[config.mk]
export PLATFORM = sky130hd
export DESIGN_NAME = mem_stage_sram_ctrl
export DESIGN_NICKNAME = d
export VERILOG_FILES = /design/src/rtl/mem_stage_pkg.sv /design/src/rtl/mem_wb_reg.sv /design/src/rtl/mem_stage_sram_ctrl.sv
export SDC_FILE = /design/constraint.sdc
export NUM_CORES = 1
export LEC_CHECK = 0
export CAP_MARGIN = 20
export CORE_MARGIN = 2
export CORE_UTILIZATION = 30
export CTS_CLUSTER_SIZE = 14
export DETAILED_ROUTE_END_ITERATION = 7
export DONT_BUFFER_PORTS = 1
export GPL_TIMING_DRIVEN = 0
export HOLD_SLACK_MARGIN = 0.12
export MAX_ROUTING_LAYER = met4
export PLACE_DENSITY = 0.48
export SLEW_MARGIN = 20
export SYNTH_ARGS = -nofsm -noshare
export SYNTH_HDL_FRONTEND = slang
export SYNTH_SLANG_ARGS = --single-unit
export TNS_END_PERCENT = 20
[constraint.sdc]
create_clock -name clk -period 1.72 [get_ports clk]
set_input_delay 0.258 -clock clk [delete_from_list [all_inputs] [get_ports clk]]
set_output_delay 0.258 -clock clk [all_outputs]
set_load 0.1 [all_outputs]
[src/rtl/mem_stage_pkg.sv]
// rtl/mem_stage_pkg.sv - shared types and constants for the MEM stage SRAM controller
package mem_stage_pkg;

    localparam int SRAM_DW    = 16;
    localparam int SRAM_AW    = 18;
    localparam int WORD_IDX_W = 17;

    typedef enum logic [1:0] {
        ST_IDLE,
        ST_LO,
        ST_HI,
        ST_DONE
    } state_t;

    // Phase counter width: enough to hold SRAM_WAIT, never narrower than one bit.
    function automatic int cnt_width(input int wait_cycles);
        return (wait_cycles < 1) ? 1 : $clog2(wait_cycles + 1);
    endfunction

endpackage

[src/rtl/mem_wb_reg.sv]
// rtl/mem_wb_reg.sv - MEM/WB pipeline register with bubble insertion while the stage stalls
//
// Ports:
//   clk, rst          clock, synchronous active-high reset
//   ready             1: load a new instruction, 0: load a bubble (enables cleared, data held)
//   wb_en_in, mem_r_en_in, alu_res_in, dest_in   fields from the EXE/MEM register
//   load_rd           current op is a true read; only then is mem_data updated
//   load_data         assembled {hi,lo} half-words from the SRAM
//   wb_en, mem_r_en, alu_res, mem_data, dest      registered MEM/WB outputs
module mem_wb_reg (
    input  logic        clk,
    input  logic        rst,
    input  logic        ready,
    input  logic        wb_en_in,
    input  logic        mem_r_en_in,
    input  logic        load_rd,
    input  logic [31:0] alu_res_in,
    input  logic [3:0]  dest_in,
    input  logic [31:0] load_data,
    output logic        wb_en,
    output logic        mem_r_en,
    output logic [31:0] alu_res,
    output logic [31:0] mem_data,
    output logic [3:0]  dest
);

    always_ff @(posedge clk) begin
        if (rst) begin
            wb_en    <= 1'b0;
            mem_r_en <= 1'b0;
            alu_res  <= '0;
            mem_data <= '0;
            dest     <= '0;
        end else if (ready) begin
            wb_en    <= wb_en_in;
            mem_r_en <= mem_r_en_in;
            alu_res  <= alu_res_in;
            dest     <= dest_in;
            if (load_rd) begin
                mem_data <= load_data;
            end
        end else begin
            // Stall: emit a bubble so write-back does nothing; payload fields hold.
            wb_en    <= 1'b0;
            mem_r_en <= 1'b0;
        end
    end

endmodule

[src/rtl/mem_stage_sram_ctrl.sv]
// rtl/mem_stage_sram_ctrl.sv - ARM MEM stage doing 32-bit loads/stores as two 16-bit SRAM transfers
//
// Ports:
//   clk, rst                      clock, synchronous active-high reset
//   wb_en_in, mem_r_en_in, mem_w_en_in, alu_res_in, val_rm_in, dest_in   EXE/MEM register outputs
//   ready                         1 when a new instruction can be accepted (upstream freezes on 0)
//   wb_en, mem_r_en, alu_res, mem_data, dest                             MEM/WB register outputs
//   sram_addr, sram_dq_out, sram_dq_oe, sram_dq_in, sram_we_n           16-bit SRAM port
module mem_stage_sram_ctrl
    import mem_stage_pkg::*;
#(
    parameter int ADDR_BASE = 1024,
    parameter int SRAM_WAIT = 1
) (
    input  logic               clk,
    input  logic               rst,
    input  logic               wb_en_in,
    input  logic               mem_r_en_in,
    input  logic               mem_w_en_in,
    input  logic [31:0]        alu_res_in,
    input  logic [31:0]        val_rm_in,
    input  logic [3:0]         dest_in,
    output logic               ready,
    output logic               wb_en,
    output logic               mem_r_en,
    output logic [31:0]        alu_res,
    output logic [31:0]        mem_data,
    output logic [3:0]         dest,
    output logic [SRAM_AW-1:0] sram_addr,
    output logic [SRAM_DW-1:0] sram_dq_out,
    output logic               sram_dq_oe,
    input  logic [SRAM_DW-1:0] sram_dq_in,
    output logic               sram_we_n
);

    localparam int            CW       = cnt_width(SRAM_WAIT);
    localparam logic [CW-1:0] CNT_LAST = CW'(SRAM_WAIT);

    state_t                state_q, state_d;
    logic [CW-1:0]         cnt_q, cnt_d;
    logic [SRAM_DW-1:0]    lo_q, hi_q;
    logic [WORD_IDX_W-1:0] word_idx;
    logic                  mem_req;
    logic                  is_rd;
    logic                  phase_last;
    logic                  in_xfer;

    assign mem_req    = mem_r_en_in | mem_w_en_in;
    // A simultaneous read+write request is treated as a store.
    assign is_rd      = mem_r_en_in & ~mem_w_en_in;
    assign phase_last = (cnt_q == CNT_LAST);
    assign in_xfer    = (state_q == ST_LO) || (state_q == ST_HI);
    assign word_idx   = WORD_IDX_W'((alu_res_in - 32'(ADDR_BASE)) >> 2);

    always_ff @(posedge clk) begin
        if (rst) begin
            state_q <= ST_IDLE;
            cnt_q   <= '0;
        end else begin
            state_q <= state_d;
            cnt_q   <= cnt_d;
        end
    end

    always_comb begin
        state_d = state_q;
        cnt_d   = cnt_q;
        case (state_q)
            ST_IDLE: begin
                cnt_d = '0;
                if (mem_req) begin
                    state_d = ST_LO;
                end
            end
            ST_LO: begin
                if (phase_last) begin
                    state_d = ST_HI;
                    cnt_d   = '0;
                end else begin
                    cnt_d = cnt_q + CW'(1);
                end
            end
            ST_HI: begin
                if (phase_last) begin
                    state_d = ST_DONE;
                    cnt_d   = '0;
                end else begin
                    cnt_d = cnt_q + CW'(1);
                end
            end
            ST_DONE: begin
                state_d = ST_IDLE;
                cnt_d   = '0;
            end
            default: begin
                state_d = ST_IDLE;
                cnt_d   = '0;
            end
        endcase
    end

    // Read data is sampled on the final wait cycle of each half so the SRAM has settled.
    always_ff @(posedge clk) begin
        if (rst) begin
            lo_q <= '0;
            hi_q <= '0;
        end else if (is_rd && phase_last) begin
            if (state_q == ST_LO) begin
                lo_q <= sram_dq_in;
            end
            if (state_q == ST_HI) begin
                hi_q <= sram_dq_in;
            end
        end
    end

    // SRAM drive is suppressed during reset so an abandoned store cannot write its
    // high half on the reset edge.
    always_comb begin
        sram_addr   = '0;
        sram_dq_out = '0;
        sram_dq_oe  = 1'b0;
        sram_we_n   = 1'b1;
        if (!rst && in_xfer) begin
            sram_addr = {word_idx, (state_q == ST_HI)};
            if (mem_w_en_in) begin
                sram_dq_oe  = 1'b1;
                sram_we_n   = 1'b0;
                sram_dq_out = (state_q == ST_HI) ? val_rm_in[31:16] : val_rm_in[15:0];
            end
        end
    end

    assign ready = rst
                 | ((state_q == ST_IDLE) & ~mem_req)
                 | (state_q == ST_DONE);

    mem_wb_reg u_mem_wb_reg (
        .clk         (clk),
        .rst         (rst),
        .ready       (ready),
        .wb_en_in    (wb_en_in),
        .mem_r_en_in (mem_r_en_in),
        .load_rd     (is_rd),
        .alu_res_in  (alu_res_in),
        .dest_in     (dest_in),
        .load_data   ({hi_q, lo_q}),
        .wb_en       (wb_en),
        .mem_r_en    (mem_r_en),
        .alu_res     (alu_res),
        .mem_data    (mem_data),
        .dest        (dest)
    );

endmodule
## Word-level counts from Yosys, hierarchy flattened

Index checks and enable logic that the tools add are counted.
Widths: inputs -> output; s select.

| operators by class | value |
|---|---|
| $add $sub $neg | 2 |
| eq/ne operators | 6 |
| mux-type cells | 14 |
| bitwise logic cells | 8 |
| reductions and logical operators | 12 |

Operator list:

| kind | count |
|---|---|
| $mux 16 | 3 |
| $sub 19x11->19 const B | 1 |
| $mux 18 | 1 |
| $pmux 2 s4 | 1 |
| $mux 2 | 3 |
| $ne 2x2->1 const B | 3 |
| $reduce_and 2->1 | 3 |
| $reduce_or 2->1 | 3 |
| $mux 1 | 5 |
| $eq 2x2->1 const B | 2 |
| $not 1->1 | 3 |
| $or 1x1->1 | 3 |
| $reduce_and 3->1 | 1 |
| $and 1x1->1 | 2 |
| $eq 2x1->1 const B | 1 |
| $logic_and 1x1->1 | 2 |
| $logic_not 2->1 | 1 |
| $pmux 1 s2 | 1 |
| $add 1x1->1 const B | 1 |
| $logic_not 1->1 | 1 |
| $logic_or 1x1->1 | 1 |

| storage, ports and cells | value |
|---|---|
| flip-flop bits (word level) | 105 |
| input port bits | 89 |
| output and inout port bits | 107 |
| logic and storage cells | 51 |

## Logic depth before layout (Yosys ltp)

| depth | value |
|---|---|
| word-level depth | 7 |
| depth in mapped cells | 7 |
| mapped depth without buffers | 5 |

## By module

A second synthesis with hierarchy kept.

| second synthesis, totals | value |
|---|---|
| cell total of the unflattened synthesis | 504 |
| area total of the unflattened synthesis | 4516.8 um^2 |

By module, submodules not included:

| module | times used | cells each | area each (um^2) | sequential area each (um^2) |
|---|---|---|---|---|
| mem_wb_reg | 1 | 266 | 2722.6 | 1401.3 |
| mem_stage_sram_ctrl | 1 | 238 | 1794.2 | 700.7 |

## Worst setup path before layout

OpenSTA, ideal clock, no wires.

| timing path | value |
|---|---|
| path kind | reg-to-output |
| start point | register state_q[1] |
| end point | output sram_addr[16] |
| arrival time | 3225 ps |
| data required time | 1462 ps |
| setup slack | -1763 ps |
| stages on the path, launching flop included | 7 |
| buffers on the path | 1 |
| cell sequence | dfxtp_1 inv_1 ha_1 nor2b_1 clkbuf_1 nand2_1 o21ai_0 |

| between the ends | value |
|---|---|
| word-level cells in the longest chain between the ends | 4 |
| elaborated cells on any way between the ends | 5 |
| those cells by class | eq/ne: 2; mux: 1; reduce/logical: 2 |

RTL lines:

| what | line | RTL |
|---|---|---|
| from (decl) | mem_stage_sram_ctrl.sv:39 | `state_t state_q, state_d;` |
| from (signal assigned) | mem_stage_sram_ctrl.sv:60 | `state_q <= state_d;` |
| $eq 2x1->1 or $eq 2x2->1 (tied branches) | mem_stage_sram_ctrl.sv:52 | `assign in_xfer = (state_q == ST_LO) \|\| (state_q == ST_HI);` |
| $logic_or 1x1->1 (*) | mem_stage_sram_ctrl.sv:52 |  |
| $logic_and 1x1->1 (*) | mem_stage_sram_ctrl.sv:124 | `if (!rst && in_xfer) begin` |
| $mux 18 (*) | mem_stage_sram_ctrl.sv:124 |  |
| to (decl) | mem_stage_sram_ctrl.sv:29 | `output logic [SRAM_AW-1:0] sram_addr,` |

Mark *: on every way between the ends. The rest lies on a longest branch, timed or not.

## Worst setup path after layout

| timing path | value |
|---|---|
| start point | register state_q[1] |
| end point | output sram_addr[17] |

Same word-level chain as after synthesis.

==> results_dict.tcl <==
set metrics [dict create \
    status "finished with violations" \
    violations "setup timing" \
    ys_warn_count 0 \
    hold_ws_ns 0.166 \
    gp_congestion 0.853 \
    numClockSinks 105 \
    synth-main-ff-cell "dfxtp_1" \
    core_sq_mm 0.0145 \
    crit_path_end_kind "output pin" \
    worstPathArrival_ns 2.05 \
    p_per_area_mw_per_mm2 1580 \
    antenna_found_initial 0 \
    fillers 1460 \
    grt_max_degree 18 \
    synth_enable_flop_cells 0 \
    final_util_pct 39.5 \
    fin_nets 650 \
    synthCells 511 \
    synth-seq-cells 105 \
    start_util_pct 30.7 \
    wirelength_mm 12.9 \
    vias 3749 \
    critPathMaxFanout 3 \
    rsz0062_at_grt "true" \
    required_ns 1.46 \
    row_count 44 \
    placedCellCount 695 \
    multi_input_area_sq_mm 0.00247 \
    irDropWorstVdd_v 0.00112 \
    wl_met3_um 992 \
    areaGrowthSynthToFinish_pct 28.6 \
    grt_pass1_vias 3875 \
    rr_worst_depth 7 \
    viasPerCell 5.04 \
    hold_violations 0 \
    synth_cell_type_count 32 \
    synth.net_count 605 \
    portBuffers 0 \
    cts.clk_slew.worst_paths_ns 0.07 \
    holdPathStages 2 \
    post-route-min-period_ns 2.31 \
    grt_use_total_pct 16.6 \
    routedWlPerCell_um 17.3 \
    worstMarginPinSlew_ns 1.00 \
    met1_length_mm 5.24 \
    fmaxAchievable_mhz 433 \
    grt_pass1_wl_mm 20.2 \
    setup_viol 104 \
    final_cells 744 \
    leakagePower_uw 0.00197 \
    worstSetupPathType "flip-flop to output pin" \
    maxCapViolCount 0 \
    grt_overflow 0 \
    n_antenna_cell 0 \
    clk_path_buf_depth 2 \
    htreeDepth 3 \
    avgSynthCellArea_sq_um 8.73 \
    drtIter0Drc 189 \
    fin_skew_ns 0.00709 \
    pin_count 196 \
    dieArea_sq_mm 0.0159 \
    top_layer_used "met4" \
    period_share_pct 134 \
    wl_met2_mm 6.37 \
    worst_slack_ns -0.590 \
    root_buffer "clkbuf_16" \
    antenna_left 0 \
    clk_latency_ns 0.35 \
    drtPass1Iterations 4 \
    die_y_um 126 \
    regArea_sq_mm 0.00210 \
    netlist_area_sq_mm 0.00446 \
    crit_path_start_kind "flip-flop" \
    ys_seq_area_share_pct 47.1 \
    slew_headroom_pct 32.9 \
    cts_buffers 9 \
    cts_tree "done" \
    fp.dieW_um 126 \
    min_path_type "primary input to flip-flop" \
    slew_violations 0 \
    drive_gt1_share_pct 24.8 \
    drcViolationCount 0 \
    ys_async_sr_fraction_pct 0 \
    place_ws_ns -0.504 \
    place.detailed.hpwl_mm 9.42 \
]
critical path, cell delays in order, from the launching register on:
cell       delay [ns]
dfxtp_2          0.35
inv_2            0.05
ha_4             0.26
buf_4            0.11
nand2b_4         0.06
clkbuf_16        0.15
or4_4            0.55
nand2_8          0.19
registers in the layout (all words and copies together), names as in the netlist:
name                   flops
hi_q                      16
u_mem_wb_reg.mem_data     32
u_mem_wb_reg.alu_res      32
state_q                    2
u_mem_wb_reg.dest          4
cnt_q                      1
u_mem_wb_reg.wb_en         1
lo_q                      16
u_mem_wb_reg.mem_r_en      1
path summary, 6_finish.rpt:
check | endpoint | start | slack, ns
max | sram_addr[17] | state_q[1]$_SDFFE_PP0P_ | -0.59
min | u_mem_wb_reg.alu_res[27]$_SDFFE_PP0P_ | alu_res_in[27] | 0.17
max reg2reg | u_mem_wb_reg.alu_res[14]$_SDFFE_PP0P_ | state_q[0]$_SDFFE_PP0P_ | -0.23
min reg2reg | hi_q[4]$_SDFFE_PP0P_ | hi_q[4]$_SDFFE_PP0P_ | 0.46
power by group:
part	internal, uW	switching (uW)	total [uW]
logic	1070	2180	3250
registers	2630	1250	3880
clock network	1020	930	1950
stage by stage:
stage	area, sq um	power (uW)	TNS (ns)
3_5_place_dp	5020	6660	-24.86
6_report	5740	9090	-25.17
3_3_place_gp	5020	6630	-22.32
4_1_cts	5700	9150	-29.70
5_1_grt	5740	9430	-42.20
2_1_floorplan	4790	6370	-6.91
logic make-up (layout without fill, tap and decap cells):
group	Yosys count	in the layout	share of synthesized area, %
buffers and inverters	48	97	4.69
adders and majority gates	5	5	1.40
DFF	105	105	47.1
and+or+nand+nor	191	191	21.2
AOI/OAI and AO/OA	108	108	12.4
xor gates and xnor gates	1	1	0.196
muxes	53	53	12.9
timing repair:
item / CTS / global route
cloned: 2 / 0
setup buffers: 12 / 3
gates resized for setup: 32 / 8
hold endpoints to repair: 33 / 0
pin swaps: 24 / 9
hold buffers: 17 / 0
endpoints found under the setup margin: 86 / 126
Yosys cell counts (4+ instances only):
cell type | number | share of area (%)
and2_1 | 8 | 1.1
o21ai_0 | 35 | 3.9
nand3_1 | 32 | 3.6
clkbuf_1 | 28 | 2.4
inv_1 | 6 | 0.51
mux2_2 | 36 | 9.1
ha_1 | 5 | 1.4
a21oi_1 | 68 | 7.6
nand2_1 | 70 | 5.9
buf_2 | 8 | 0.90
dfxtp_1 | 105 | 47
mux2i_1 | 17 | 3.8
nor2_1 | 26 | 2.2
nor2b_1 | 37 | 5.2
or3_1 | 4 | 0.56
metal layers:
layer	track usage (%)	vias to the layer above
met3	4.55	21
met1	18.4	1754
met4	7.11	0
li1	-	1826
met5	-	-
met2	28.0	148
layout make-up:
cell class	instances	share of cell area (%)
multi-input cells	358	43.0
clock buffers	10	4.17
repair buffers	34	5.78
plain buffers	42	4.89
well taps	184	4.01
clock inverters	5	0.676
inverters	6	0.764
flip-flops and latches	105	36.7
cells in the final DEF (no fill, tap or decap), types with 3 or more instances in the layout:
cell and count:
mux2i_1 16, clkbuf_8 3, dlygate4sd3_1 17, a21oi_1 64, nor2_4 19, nand3_1 32
and2_4 8, o21ai_0 34, buf_2 4, buf_6 4, inv_6 3, nor2_1 7
buf_1 3, nor2b_1 35, nand2_1 68, dfxtp_1 103, clkbuf_1 22, buf_4 15
buf_12 3, clkbuf_16 11, a21oi_4 4, mux2_2 36
No activity file was read; power rests on OpenSTA's default activity.
